File: config.mk
export PLATFORM = sky130hd
export DESIGN_NAME = alu_multicycle_flat
export DESIGN_NICKNAME = d
export VERILOG_FILES = /design/src/rtl/alu_multicycle_if.sv /design/src/rtl/alu_multicycle.sv /design/src/flat_wrapper.sv
export SDC_FILE = /design/constraint.sdc
export NUM_CORES = 1
export LEC_CHECK = 0
export BUFFER_PORTS_ARGS = -buffer_cell sky130_fd_sc_hd__buf_2
export CORE_ASPECT_RATIO = 0.8
export CORE_MARGIN = 3
export CORE_UTILIZATION = 39
export DETAILED_ROUTE_END_ITERATION = 16
export GPL_TIMING_DRIVEN = 0
export PLACE_DENSITY_LB_ADDON = 0.1
export SETUP_SLACK_MARGIN = 0.3
export SLEW_MARGIN = 40
export SYNTH_ARGS = -nofsm -noshare
export SYNTH_HDL_FRONTEND = slang
export SYNTH_SLANG_ARGS = --single-unit
File: constraint.sdc
create_clock -name clk -period 10.3 [get_ports clk]
set_input_delay 1.03 -clock clk [delete_from_list [all_inputs] [get_ports clk]]
set_output_delay 1.03 -clock clk [all_outputs]
set_load 0.005 [all_outputs]
File: src/rtl/alu_multicycle_if.sv
// -----------------------------------------------------------------------------
// alu_multicycle_if
// Request/response bundle for the multicycle ALU.
//   start        - request strobe (master -> slave)
//   alu_control  - 4-bit opcode (master -> slave)
//   a, b         - WIDTH-bit operands (master -> slave)
//   alu_out      - registered result (slave -> master)
//   flagz/n/c/v/dz - registered zero/negative/carry/overflow/div-by-zero flags
//   busy         - multi-cycle operation in progress (slave -> master)
//   done         - one-cycle completion pulse (slave -> master)
// -----------------------------------------------------------------------------
interface alu_multicycle_if #(
  parameter int WIDTH = 32
);
  logic             start;
  logic [3:0]       alu_control;
  logic [WIDTH-1:0] a;
  logic [WIDTH-1:0] b;
  logic [WIDTH-1:0] alu_out;
  logic             flagz;
  logic             flagn;
  logic             flagc;
  logic             flagv;
  logic             flagdz;
  logic             busy;
  logic             done;

  modport master (
    output start, alu_control, a, b,
    input  alu_out, flagz, flagn, flagc, flagv, flagdz, busy, done
  );

  modport slave (
    input  start, alu_control, a, b,
    output alu_out, flagz, flagn, flagc, flagv, flagdz, busy, done
  );
endinterface

File: src/rtl/alu_multicycle.sv
// -----------------------------------------------------------------------------
// alu_multicycle
// ALU with single-cycle logic/arithmetic ops and iterative MUL/DIVU/REMU.
//   clk    - clock, all state on rising edge
//   reset  - synchronous active-high reset
//   bus    - alu_multicycle_if.slave: start/alu_control/a/b in,
//            alu_out/flags/busy/done out (all outputs registered)
// Single-cycle ops complete on the accepting edge (done the next cycle).
// MUL (shift-add) and DIVU/REMU (restoring division) run WIDTH iterations
// in RUN and complete on the WIDTH-th edge after acceptance.
// -----------------------------------------------------------------------------
module alu_multicycle #(
  parameter int WIDTH = 32
) (
  input  logic              clk,
  input  logic              reset,
  alu_multicycle_if.slave   bus
);
  localparam int CW = $clog2(WIDTH + 1);
  localparam logic [CW-1:0] CNT_INIT = CW'(WIDTH);

  localparam logic [3:0] OP_AND  = 4'b0000;
  localparam logic [3:0] OP_OR   = 4'b0001;
  localparam logic [3:0] OP_ADD  = 4'b0010;
  localparam logic [3:0] OP_MUL  = 4'b0011;
  localparam logic [3:0] OP_NOR  = 4'b0100;
  localparam logic [3:0] OP_DIVU = 4'b0101;
  localparam logic [3:0] OP_SUB  = 4'b0110;
  localparam logic [3:0] OP_SLT  = 4'b0111;
  localparam logic [3:0] OP_XOR  = 4'b1000;
  localparam logic [3:0] OP_SLTU = 4'b1001;
  localparam logic [3:0] OP_REMU = 4'b1010;

  typedef enum logic {S_IDLE, S_RUN} state_t;
  typedef enum logic [1:0] {K_MUL, K_DIVU, K_REMU} kind_t;

  state_t           state_q, state_d;
  kind_t            kind_q, kind_d;
  logic [CW-1:0]    cnt_q, cnt_d;
  // acc: product (MUL) or partial remainder (DIV)
  // opa: shifting multiplicand (MUL) or divisor (DIV)
  // opb: shifting multiplier (MUL) or dividend/quotient shift register (DIV)
  logic [WIDTH-1:0] acc_q, acc_d, opa_q, opa_d, opb_q, opb_d;
  logic [WIDTH-1:0] res_q, res_d;
  logic             z_q, z_d, n_q, n_d, c_q, c_d, v_q, v_d, dz_q, dz_d;
  logic             busy_q, busy_d, done_q, done_d;

  // Single-cycle datapath
  logic [WIDTH:0]   add_full, sub_full;
  logic [WIDTH-1:0] sc_res;
  logic             sc_c, sc_v;
  logic             is_div, is_multi;

  always_comb begin
    add_full = {1'b0, bus.a} + {1'b0, bus.b};
    sub_full = {1'b0, bus.a} + {1'b0, ~bus.b} + {{WIDTH{1'b0}}, 1'b1};
    sc_res   = '0;
    sc_c     = 1'b0;
    sc_v     = 1'b0;
    case (bus.alu_control)
      OP_AND:  sc_res = bus.a & bus.b;
      OP_OR:   sc_res = bus.a | bus.b;
      OP_NOR:  sc_res = ~(bus.a | bus.b);
      OP_XOR:  sc_res = bus.a ^ bus.b;
      OP_ADD: begin
        sc_res = add_full[WIDTH-1:0];
        sc_c   = add_full[WIDTH];
        sc_v   = (bus.a[WIDTH-1] == bus.b[WIDTH-1]) &&
                 (add_full[WIDTH-1] != bus.a[WIDTH-1]);
      end
      OP_SUB: begin
        sc_res = sub_full[WIDTH-1:0];
        // carry-out of a+~b+1 is 1 when there is no borrow
        sc_c   = ~sub_full[WIDTH];
        sc_v   = (bus.a[WIDTH-1] != bus.b[WIDTH-1]) &&
                 (sub_full[WIDTH-1] != bus.a[WIDTH-1]);
      end
      // Direct compares, so signed SLT stays correct when a-b overflows
      OP_SLT:  sc_res = {{(WIDTH-1){1'b0}}, ($signed(bus.a) < $signed(bus.b))};
      OP_SLTU: sc_res = {{(WIDTH-1){1'b0}}, (bus.a < bus.b)};
      // Only reached here with b == 0 (divide-by-zero shortcut)
      OP_DIVU: sc_res = '1;
      OP_REMU: sc_res = bus.a;
      default: sc_res = '0;
    endcase
    is_div   = (bus.alu_control == OP_DIVU) || (bus.alu_control == OP_REMU);
    is_multi = (bus.alu_control == OP_MUL) || (is_div && (bus.b != '0));
  end

  // One iteration of the multi-cycle datapath
  logic [WIDTH:0]   rem_shift, rem_diff;
  logic [WIDTH-1:0] it_acc, it_opa, it_opb, it_res;

  always_comb begin
    rem_shift = {acc_q, opb_q[WIDTH-1]};
    rem_diff  = rem_shift - {1'b0, opa_q};
    if (kind_q == K_MUL) begin
      it_acc = opb_q[0] ? (acc_q + opa_q) : acc_q;
      it_opa = opa_q << 1;
      it_opb = opb_q >> 1;
    end else begin
      it_opa = opa_q;
      // Restoring step: keep the difference only if it did not borrow
      if (!rem_diff[WIDTH]) begin
        it_acc = rem_diff[WIDTH-1:0];
        it_opb = {opb_q[WIDTH-2:0], 1'b1};
      end else begin
        it_acc = rem_shift[WIDTH-1:0];
        it_opb = {opb_q[WIDTH-2:0], 1'b0};
      end
    end
    it_res = (kind_q == K_DIVU) ? it_opb : it_acc;
  end

  always_comb begin
    state_d = state_q;
    kind_d  = kind_q;
    cnt_d   = cnt_q;
    acc_d   = acc_q;
    opa_d   = opa_q;
    opb_d   = opb_q;
    res_d   = res_q;
    z_d     = z_q;
    n_d     = n_q;
    c_d     = c_q;
    v_d     = v_q;
    dz_d    = dz_q;
    busy_d  = busy_q;
    done_d  = 1'b0;
    case (state_q)
      S_IDLE: begin
        if (bus.start) begin
          if (is_multi) begin
            state_d = S_RUN;
            busy_d  = 1'b1;
            cnt_d   = CNT_INIT;
            acc_d   = '0;
            if (bus.alu_control == OP_MUL) begin
              kind_d = K_MUL;
              opa_d  = bus.a;
              opb_d  = bus.b;
            end else begin
              kind_d = (bus.alu_control == OP_DIVU) ? K_DIVU : K_REMU;
              opa_d  = bus.b;
              opb_d  = bus.a;
            end
          end else begin
            res_d  = sc_res;
            z_d    = (sc_res == '0);
            n_d    = sc_res[WIDTH-1];
            c_d    = sc_c;
            v_d    = sc_v;
            dz_d   = is_div;
            done_d = 1'b1;
          end
        end
      end
      S_RUN: begin
        // start is ignored here: busy is high for the whole run
        acc_d = it_acc;
        opa_d = it_opa;
        opb_d = it_opb;
        cnt_d = cnt_q - CW'(1);
        if (cnt_q == CW'(1)) begin
          state_d = S_IDLE;
          busy_d  = 1'b0;
          done_d  = 1'b1;
          res_d   = it_res;
          z_d     = (it_res == '0);
          n_d     = it_res[WIDTH-1];
          c_d     = 1'b0;
          v_d     = 1'b0;
          dz_d    = 1'b0;
        end
      end
      default: state_d = S_IDLE;
    endcase
  end

  always_ff @(posedge clk) begin
    if (reset) begin
      state_q <= S_IDLE;
      kind_q  <= K_MUL;
      cnt_q   <= '0;
      acc_q   <= '0;
      opa_q   <= '0;
      opb_q   <= '0;
      res_q   <= '0;
      z_q     <= 1'b0;
      n_q     <= 1'b0;
      c_q     <= 1'b0;
      v_q     <= 1'b0;
      dz_q    <= 1'b0;
      busy_q  <= 1'b0;
      done_q  <= 1'b0;
    end else begin
      state_q <= state_d;
      kind_q  <= kind_d;
      cnt_q   <= cnt_d;
      acc_q   <= acc_d;
      opa_q   <= opa_d;
      opb_q   <= opb_d;
      res_q   <= res_d;
      z_q     <= z_d;
      n_q     <= n_d;
      c_q     <= c_d;
      v_q     <= v_d;
      dz_q    <= dz_d;
      busy_q  <= busy_d;
      done_q  <= done_d;
    end
  end

  assign bus.alu_out = res_q;
  assign bus.flagz   = z_q;
  assign bus.flagn   = n_q;
  assign bus.flagc   = c_q;
  assign bus.flagv   = v_q;
  assign bus.flagdz  = dz_q;
  assign bus.busy    = busy_q;
  assign bus.done    = done_q;
endmodule

File: src/flat_wrapper.sv
// flat-port wrapper written by rule: the top's interface ports become plain ports
module alu_multicycle_flat 
#(
  parameter int WIDTH = 32
)
  (clk, reset, bus_start, bus_alu_control, bus_a, bus_b, bus_alu_out, bus_flagz, bus_flagn, bus_flagc, bus_flagv, bus_flagdz, bus_busy, bus_done);
  alu_multicycle_if #(.WIDTH(WIDTH)) bus_i ();
  input  logic clk;
  input  logic reset;
  input wire logic [$bits(bus_i.start)-1:0] bus_start;
  input wire logic [$bits(bus_i.alu_control)-1:0] bus_alu_control;
  input wire logic [$bits(bus_i.a)-1:0] bus_a;
  input wire logic [$bits(bus_i.b)-1:0] bus_b;
  output wire logic [$bits(bus_i.alu_out)-1:0] bus_alu_out;
  output wire logic [$bits(bus_i.flagz)-1:0] bus_flagz;
  output wire logic [$bits(bus_i.flagn)-1:0] bus_flagn;
  output wire logic [$bits(bus_i.flagc)-1:0] bus_flagc;
  output wire logic [$bits(bus_i.flagv)-1:0] bus_flagv;
  output wire logic [$bits(bus_i.flagdz)-1:0] bus_flagdz;
  output wire logic [$bits(bus_i.busy)-1:0] bus_busy;
  output wire logic [$bits(bus_i.done)-1:0] bus_done;
  assign bus_i.start = bus_start;
  assign bus_i.alu_control = bus_alu_control;
  assign bus_i.a = bus_a;
  assign bus_i.b = bus_b;
  assign bus_alu_out = bus_i.alu_out;
  assign bus_flagz = bus_i.flagz;
  assign bus_flagn = bus_i.flagn;
  assign bus_flagc = bus_i.flagc;
  assign bus_flagv = bus_i.flagv;
  assign bus_flagdz = bus_i.flagdz;
  assign bus_busy = bus_i.busy;
  assign bus_done = bus_i.done;
  alu_multicycle #(.WIDTH(WIDTH)) u_core (.clk(clk), .reset(reset), .bus(bus_i));
endmodule
==> results of run 1 <==
==> per-stage QoR <==
step	total power, mW	hold WS (ns)	area [µm²]
floorplan	1.28	0.448	18700
global placement	1.67	0.444	20000
detailed placement	1.68	0.450	20200
CTS	2.31	0.463	20700
global route	2.46	0.487	20800
finish	2.38	0.463	20800
==> routing by layer <==
layer,part of all wire [%],track usage (%)
met2,37,50.7
met1,45,58.0
met5,0.048,0
met4,2.9,11.0
met3,15,15.8
==> worst max-delay path by stage <==
stage | endpoint | cells past startpoint | slack [ns] | startpoint
6_report | u_core.bus.flagz | 17 | 4.11 | u_core.opa_q[0]
5_1_grt | u_core.bus.flagz | 17 | 4.25 | u_core.opa_q[18]
3_5_place_dp | u_core.bus.flagz | 16 | 4.20 | bus_b[19]
4_1_cts | u_core.bus.flagz | 17 | 4.48 | u_core.opa_q[0]
2_1_floorplan | u_core.bus.flagz | 15 | 5.85 | bus_a[0]
3_3_place_gp | u_core.bus.flagz | 14 | 3.37 | bus_alu_control[3]
==> logic make-up after synthesis <==
logic type                 share of synthesized area, %
AOI/OAI and AO/OA                                  35.0
and+or+nand+nor                                    23.3
buffers and inverters                              6.97
adders and majority gates                          11.9
DFF                                                15.3
muxes                                              5.28
xor gates and xnor gates                           2.24
==> sequential cells by signal, indices dropped and copies added, names as in the netlist <==
signal	cells
u_core.acc_q	32
u_core.bus.alu_out	32
u_core.opa_q	32
u_core.opb_q	32
u_core.cnt_q	6
u_core.kind_q	2
u_core.bus.busy	1
u_core.bus.done	1
u_core.bus.flagc	1
u_core.bus.flagdz	1
u_core.bus.flagv	1
u_core.bus.flagz	1
u_core.state_q	1
==> worst max-delay path, stage by stage (launching register included) <==
cell and delay, ns:
dfxtp_1 0.46, ha_1 0.33, inv_1 0.08, fa_1 0.24, a211oi_2 0.11, o211ai_1 0.33
nand2_2 0.18, o41ai_2 0.75, nor4b_2 0.23, nor3_4 0.50, buf_2 0.44, buf_2 0.45
mux2i_1 0.41, mux2i_1 0.19, nand4b_1 0.31, nor4_2 0.72, nand4_1 0.21, o311ai_1 0.12
==> cell type report <==
class | count | area share, %
timing repair buffer | 113 | 2.77
clock inverter | 15 | 0.728
multi-input combinational | 2220 | 70.6
buffer | 189 | 3.58
tap | 620 | 3.73
inverter | 155 | 2.80
clock buffer | 17 | 2.04
sequential | 143 | 13.8
==> power groups by stage <==
stage	combinational (mW)	clock [mW]	sequential [mW]
5_1_grt	1.16	0.669	0.628
3_3_place_gp	1.03	0	0.634
4_1_cts	1.05	0.645	0.623
3_5_place_dp	1.04	0	0.635
2_1_floorplan	0.657	0	0.622
6_report	1.10	0.647	0.626
==> layout by cell type (no fill, tap or decap), types with 26 or more instances in the layout <==
master      n
nor2_1    335
o211ai_1   42
nand4_1    29
nand3_1    47
nand2b_1   26
buf_2     118
inv_1     154
xnor2_1    29
a221oi_1   33
a311oi_1   37
dfxtp_1   143
a21oi_1   264
a31oi_1    37
a22oi_1    28
nand2_1   283
ha_1      172
clkbuf_1  148
a21o_1     53
o21ai_0   128
a211oi_1   69
nor3_1     52
mux2i_1    76
o21a_1     29
==> key figures, run 1 <==
Global route
  • Total track usage: 39.1%
  • Vias in the first global route: 20.9k
  • Largest net degree at the start of global routing: 17
  • Grt ovf: 0
  • Antenna violations before repair: 2
  • Global-route wire length before repair: 147000 µm

Layout
  • Fraction of layout cells with a size suffix above 1: 8.63%
  • Area of the multi-input gates: 14700 µm²
  • Nets: 3086
  • Post-layout util: 44.0%
  • Ant diodes: 0
  • FILL cells: 5073
  • Final cell count without fillers: 3472
  • Register area: 2860 µm²
  • Area Overhead vs Synth: 11.1%

Floorplanning
  • IO Pins: 110
  • Std cell rows: 71
  • DIE HEIGHT: 202 µm
  • Die W: 251 µm
  • Core Region: 47300 µm²
  • Die ar.: 50700 µm²
  • Initial Util: 39.6%

Logic synthesis
  • Number of distinct library cells after synthesis: 92
  • Ys flop type: dfxtp_1
  • Syn. warnings: 0
  • Largest area contributor in the netlist: dfxtp_1
  • Cells after synthesis: 2707
  • Synth Net Count: 2954
  • Average size of a mapped cell: 6.92 µm²
  • Synth cell count leaders: nor2_1, nand2_1, a21oi_1
  • Asr flop ratio synth: 0%
  • EDFF count, synth: 0
  • Synth top area share: 15.3%
  • Post-synthesis register bit count: 143
  • Seq/Total Area, Yosys: 15.3%
  • Area contributors post-synth: dfxtp_1, ha_1, a21oi_1, nor2_1, nand2_1
  • Synth Cell Area: 18700 µm²
  • Count leader, synth: nor2_1

Detailed routing
  • Vias: 23.2k
  • Initial DRC count: 3466
  • Routed WL per cell: 29.6 µm
  • Number of remaining DRC errors: 0
  • Final WL: 103000 µm
  • Detail Route Antenna Nets: 0
  • Vias per cell: 6.69
  • Pre-Repair DR Iteration Count: 7

Worst hold path
  • Hold path endpoint: u_core.bus.alu_out[22]
  • Hold Path Class: reg2reg
  • Hold depth: 2
  • Hold Crit Start: u_core.bus.alu_out[22]

Placement
  • Global placement routability congestion: 1.05
  • Post-DP HPWL: 84900 µm
  • IO buf count: 106
  • DP Cell Count: 3438
  • Place WS: 4.20 ns

Critical path
  • Reg2reg start: u_core.opa_q[0]
  • Reg2reg end: u_core.bus.flagz
  • Crit path DAT: 6.54 ns
  • Setup CP Type: reg2reg
  • Crit path launch type: flop
  • CP endpoint kind: flop
  • Reg2Reg Depth: 17
  • Critical Path RT: 10.65 ns
  • Critical path peak fanout: 10
  • Reg-to-reg setup timing slack: 4.11 ns

Power
  • Sequential Power Share: 26.3%
  • Leakage: 8.50 nW
  • Psw: 1.10 mW
  • Pwr/cell area: 114 nW/µm²
  • Sw frac: 46.4%
  • Comb power frac: 46.5%
  • Internal: 1.27 mW
  • Clk pwr share: 27.2%
  • Peak supply drop: 114 µV

STA
  • Pins Over Slew Limit: 0
  • Setup violators final: 0
  • Setup TNS: 0 ns
  • Setup ws final: 4.11 ns
  • RSZ-0062 raised after global routing: no
  • Minimum clock period: 6.19 ns
  • Worst slew pin tran: 0.996 ns
  • Hold Violations, Final: 0
  • Slew margin rel.: 33.6%
  • Final period util: 60.1%
  • Clk_skew: 0.0138 ns
  • Max frequency: 162 MHz

Clock network
  • CTS tree: yes
  • CTS HTree Levels: 4
  • Worst-Skew Late Latency: 0.46 ns
  • CTS Root Cell: clkbuf_16
  • CTS-repair resized insts: 0
  • Clock Tree Buf Depth: 2
  • Total CTS buffers: 17
  • Total clock sinks: 143
  • Clock transition at path regs: 0.07 ns
  • # hold bufs at CTS: 0
  • Post-CTS setup buffer count: 0

Status
  • Outcome: complete, no violations

Flow run
  • Maxcap violations: 0
Note: power is estimated with default switching activity, not from simulation.
==> run 2, diff against run 1 <==
==> constraint.sdc (replaced) <==
create_clock -name clk -period 5.4 [get_ports clk]
set_input_delay 0.54 -clock clk [delete_from_list [all_inputs] [get_ports clk]]
set_output_delay 0.54 -clock clk [all_outputs]
set_load 0.005 [all_outputs]
==> key figures, run 2 (synthesized netlist as in run 1, its figures left out) <==
Status
  • Outcome: complete, no violations

Detailed routing
  • Final WL: 103000 µm
  • Number of remaining DRC errors: 0
  • Vias per cell: 6.69
  • Pre-Repair DR Iteration Count: 6
  • Initial DRC count: 3575
  • Routed WL per cell: 29.6 µm
  • Vias: 23.3k
  • Detail Route Antenna Nets: 0

Critical path
  • Reg2reg start: u_core.opb_q[31]
  • Crit path max-delay cell type: or4b_1
  • Cell mode on critical path: inv_1
  • Critical Path RT: 5.75 ns
  • Crit path to: u_core.bus.flagz
  • Slowest stage delay, CP: 0.62 ns
  • Crit path launch type: flop
  • Crit path DAT: 5.50 ns
  • Setup CP Type: reg2reg
  • Critical path origin: u_core.opb_q[31]
  • Reg2Reg Depth: 17
  • Cell family with most CP delay: simple AND/OR/NAND/NOR gates
  • Critical path peak fanout: 10
  • WP depth: 17
  • CP endpoint kind: flop
  • Reg2reg end: u_core.bus.flagz
  • Critical Path, Cell by Cell: inv_1 > ha_1 > inv_1 > fa_1 > a211oi_2 > o211ai_1 > nand2_2 > o41a_1 > a21boi_4 > nor3_4 > buf_4 > mux2i_1 > a2bb2oi_2 > or4b_1 > nor4_4 > nand4_1 > o311ai_1
  • Crit path buf inv count: 3
  • Reg-to-reg setup timing slack: 0.25 ns

Clock network
  • Worst-Skew Late Latency: 0.46 ns
  • CTS tree: yes
  • Total clock sinks: 143
  • # hold bufs at CTS: 0
  • CTS HTree Levels: 4
  • Clock transition at path regs: 0.07 ns
  • Clock Tree Buf Depth: 2
  • CTS Root Cell: clkbuf_16
  • Total CTS buffers: 17

Layout
  • Area Overhead vs Synth: 11.8%
  • Most frequent cells in the layout: nor2_1, nand2_1, a21oi_1
  • Fraction of layout cells with a size suffix above 1: 9.06%
  • Commonest non-fill, non-tap cell in the layout: nor2_1
  • FILL cells: 5054
  • Nets: 3093
  • Post-layout util: 44.3%
  • Ant diodes: 0

Floorplanning
  • Core Region: 47300 µm²
  • DIE HEIGHT: 202 µm
  • Die ar.: 50700 µm²
  • Die W: 251 µm
  • Initial Util: 39.6%
  • Std cell rows: 71
  • IO Pins: 110

STA
  • Worst slew pin tran: 0.972 ns
  • Setup violators final: 0
  • Max frequency: 194 MHz
  • Clk_skew: 0.0124 ns
  • Hold Violations, Final: 0
  • Final period util: 95.3%
  • Minimum clock period: 5.15 ns
  • Setup TNS: 0 ns
  • Slew margin rel.: 35.2%
  • Pins Over Slew Limit: 0
  • RSZ-0062 raised after global routing: no

Power
  • Design Power: 4.57 mW
  • Peak supply drop: 221 µV
  • Leakage: 8.55 nW
  • Pwr/cell area: 218 nW/µm²

Global route
  • Grt ovf: 0
  • Antenna violations before repair: 2
  • Vias in the first global route: 21.0k
  • Total track usage: 39.1%
  • Largest net degree at the start of global routing: 17
  • Global-route wire length before repair: 147000 µm

Placement
  • Global placement routability congestion: 1.05
  • IO buf count: 106
  • Post-DP HPWL: 84900 µm

Worst hold path
  • Hold Path Class: reg2reg

Flow run
  • Maxcap violations: 0
-- run 2: worst min-delay path by stage --
stage | cells past startpoint | end | slack, ns | start
after floorplan | 2 | u_core.bus.alu_out[20] | 0.45 | u_core.bus.alu_out[20]
final | 2 | u_core.bus.alu_out[20] | 0.46 | u_core.bus.alu_out[20]
after global routing | 2 | u_core.bus.alu_out[22] | 0.49 | u_core.bus.alu_out[22]
after detailed placement | 2 | u_core.bus.alu_out[22] | 0.45 | u_core.bus.alu_out[22]
after global placement | 2 | u_core.bus.alu_out[20] | 0.44 | u_core.bus.alu_out[20]
after CTS | 2 | u_core.bus.alu_out[22] | 0.46 | u_core.bus.alu_out[22]
-- run 2: metrics by stage --
step                      setup slack, ns  hold WS [ns]  instances  area (µm²)
final                               0.255         0.462       3479       20900
after global routing                0.303         0.487       3479       20900
after global placement              -1.04         0.444       3433       20000
after CTS                           0.305         0.463       3472       20800
after detailed placement           -0.386         0.450       3438       20200
after floorplan                      1.44         0.448       2707       18700
-- run 2: worst min-delay path, delay by kind of cell, from the launching register on --
kind / cells / cell delay [ns]
simple gates: 1 / 0.05
flops: 1 / 0.31
compound gates: 1 / 0.05
-- run 2: repair_timing --
item / 4_1_cts / 5_1_grt
setup endpoints to repair: 1 / 2
pin swaps: 1 / 4
resized for setup: 9 / 10
buffers inserted: 2 / 4
-- run 2: power by group --
part / leakage (nW) / total [mW] / switching (mW) / internal [mW]
clock: 0.279 / 1.23 / 0.584 / 0.649
combinational: 7.11 / 2.14 / 1.46 / 0.686
sequential: 1.17 / 1.19 / 0.0738 / 1.12
total: 8.55 / 4.57 / 2.12 / 2.45
-- run 2: area by class of cell --
cell class / instances / area, µm² / area share (%)
well taps: 620 / 776 / 3.71
repair buffers: 120 / 632 / 3.02
plain buffers: 189 / 748 / 3.57
clock inverters: 15 / 151 / 0.723
multi-input cells: 2220 / 14800 / 70.5
inverters: 155 / 582 / 2.78
flip-flops and latches: 143 / 2860 / 13.7
clock buffers: 17 / 425 / 2.03
-- run 2: per-layer routing --
metal  vias up  routed length [µm]  track usage [%]
met5         -                  13                0
met4         2                3090             10.9
met3       199               15000             15.3
met2      1591               37900             51.0
met1     11200               47000             58.3
li1      10300                   -                -
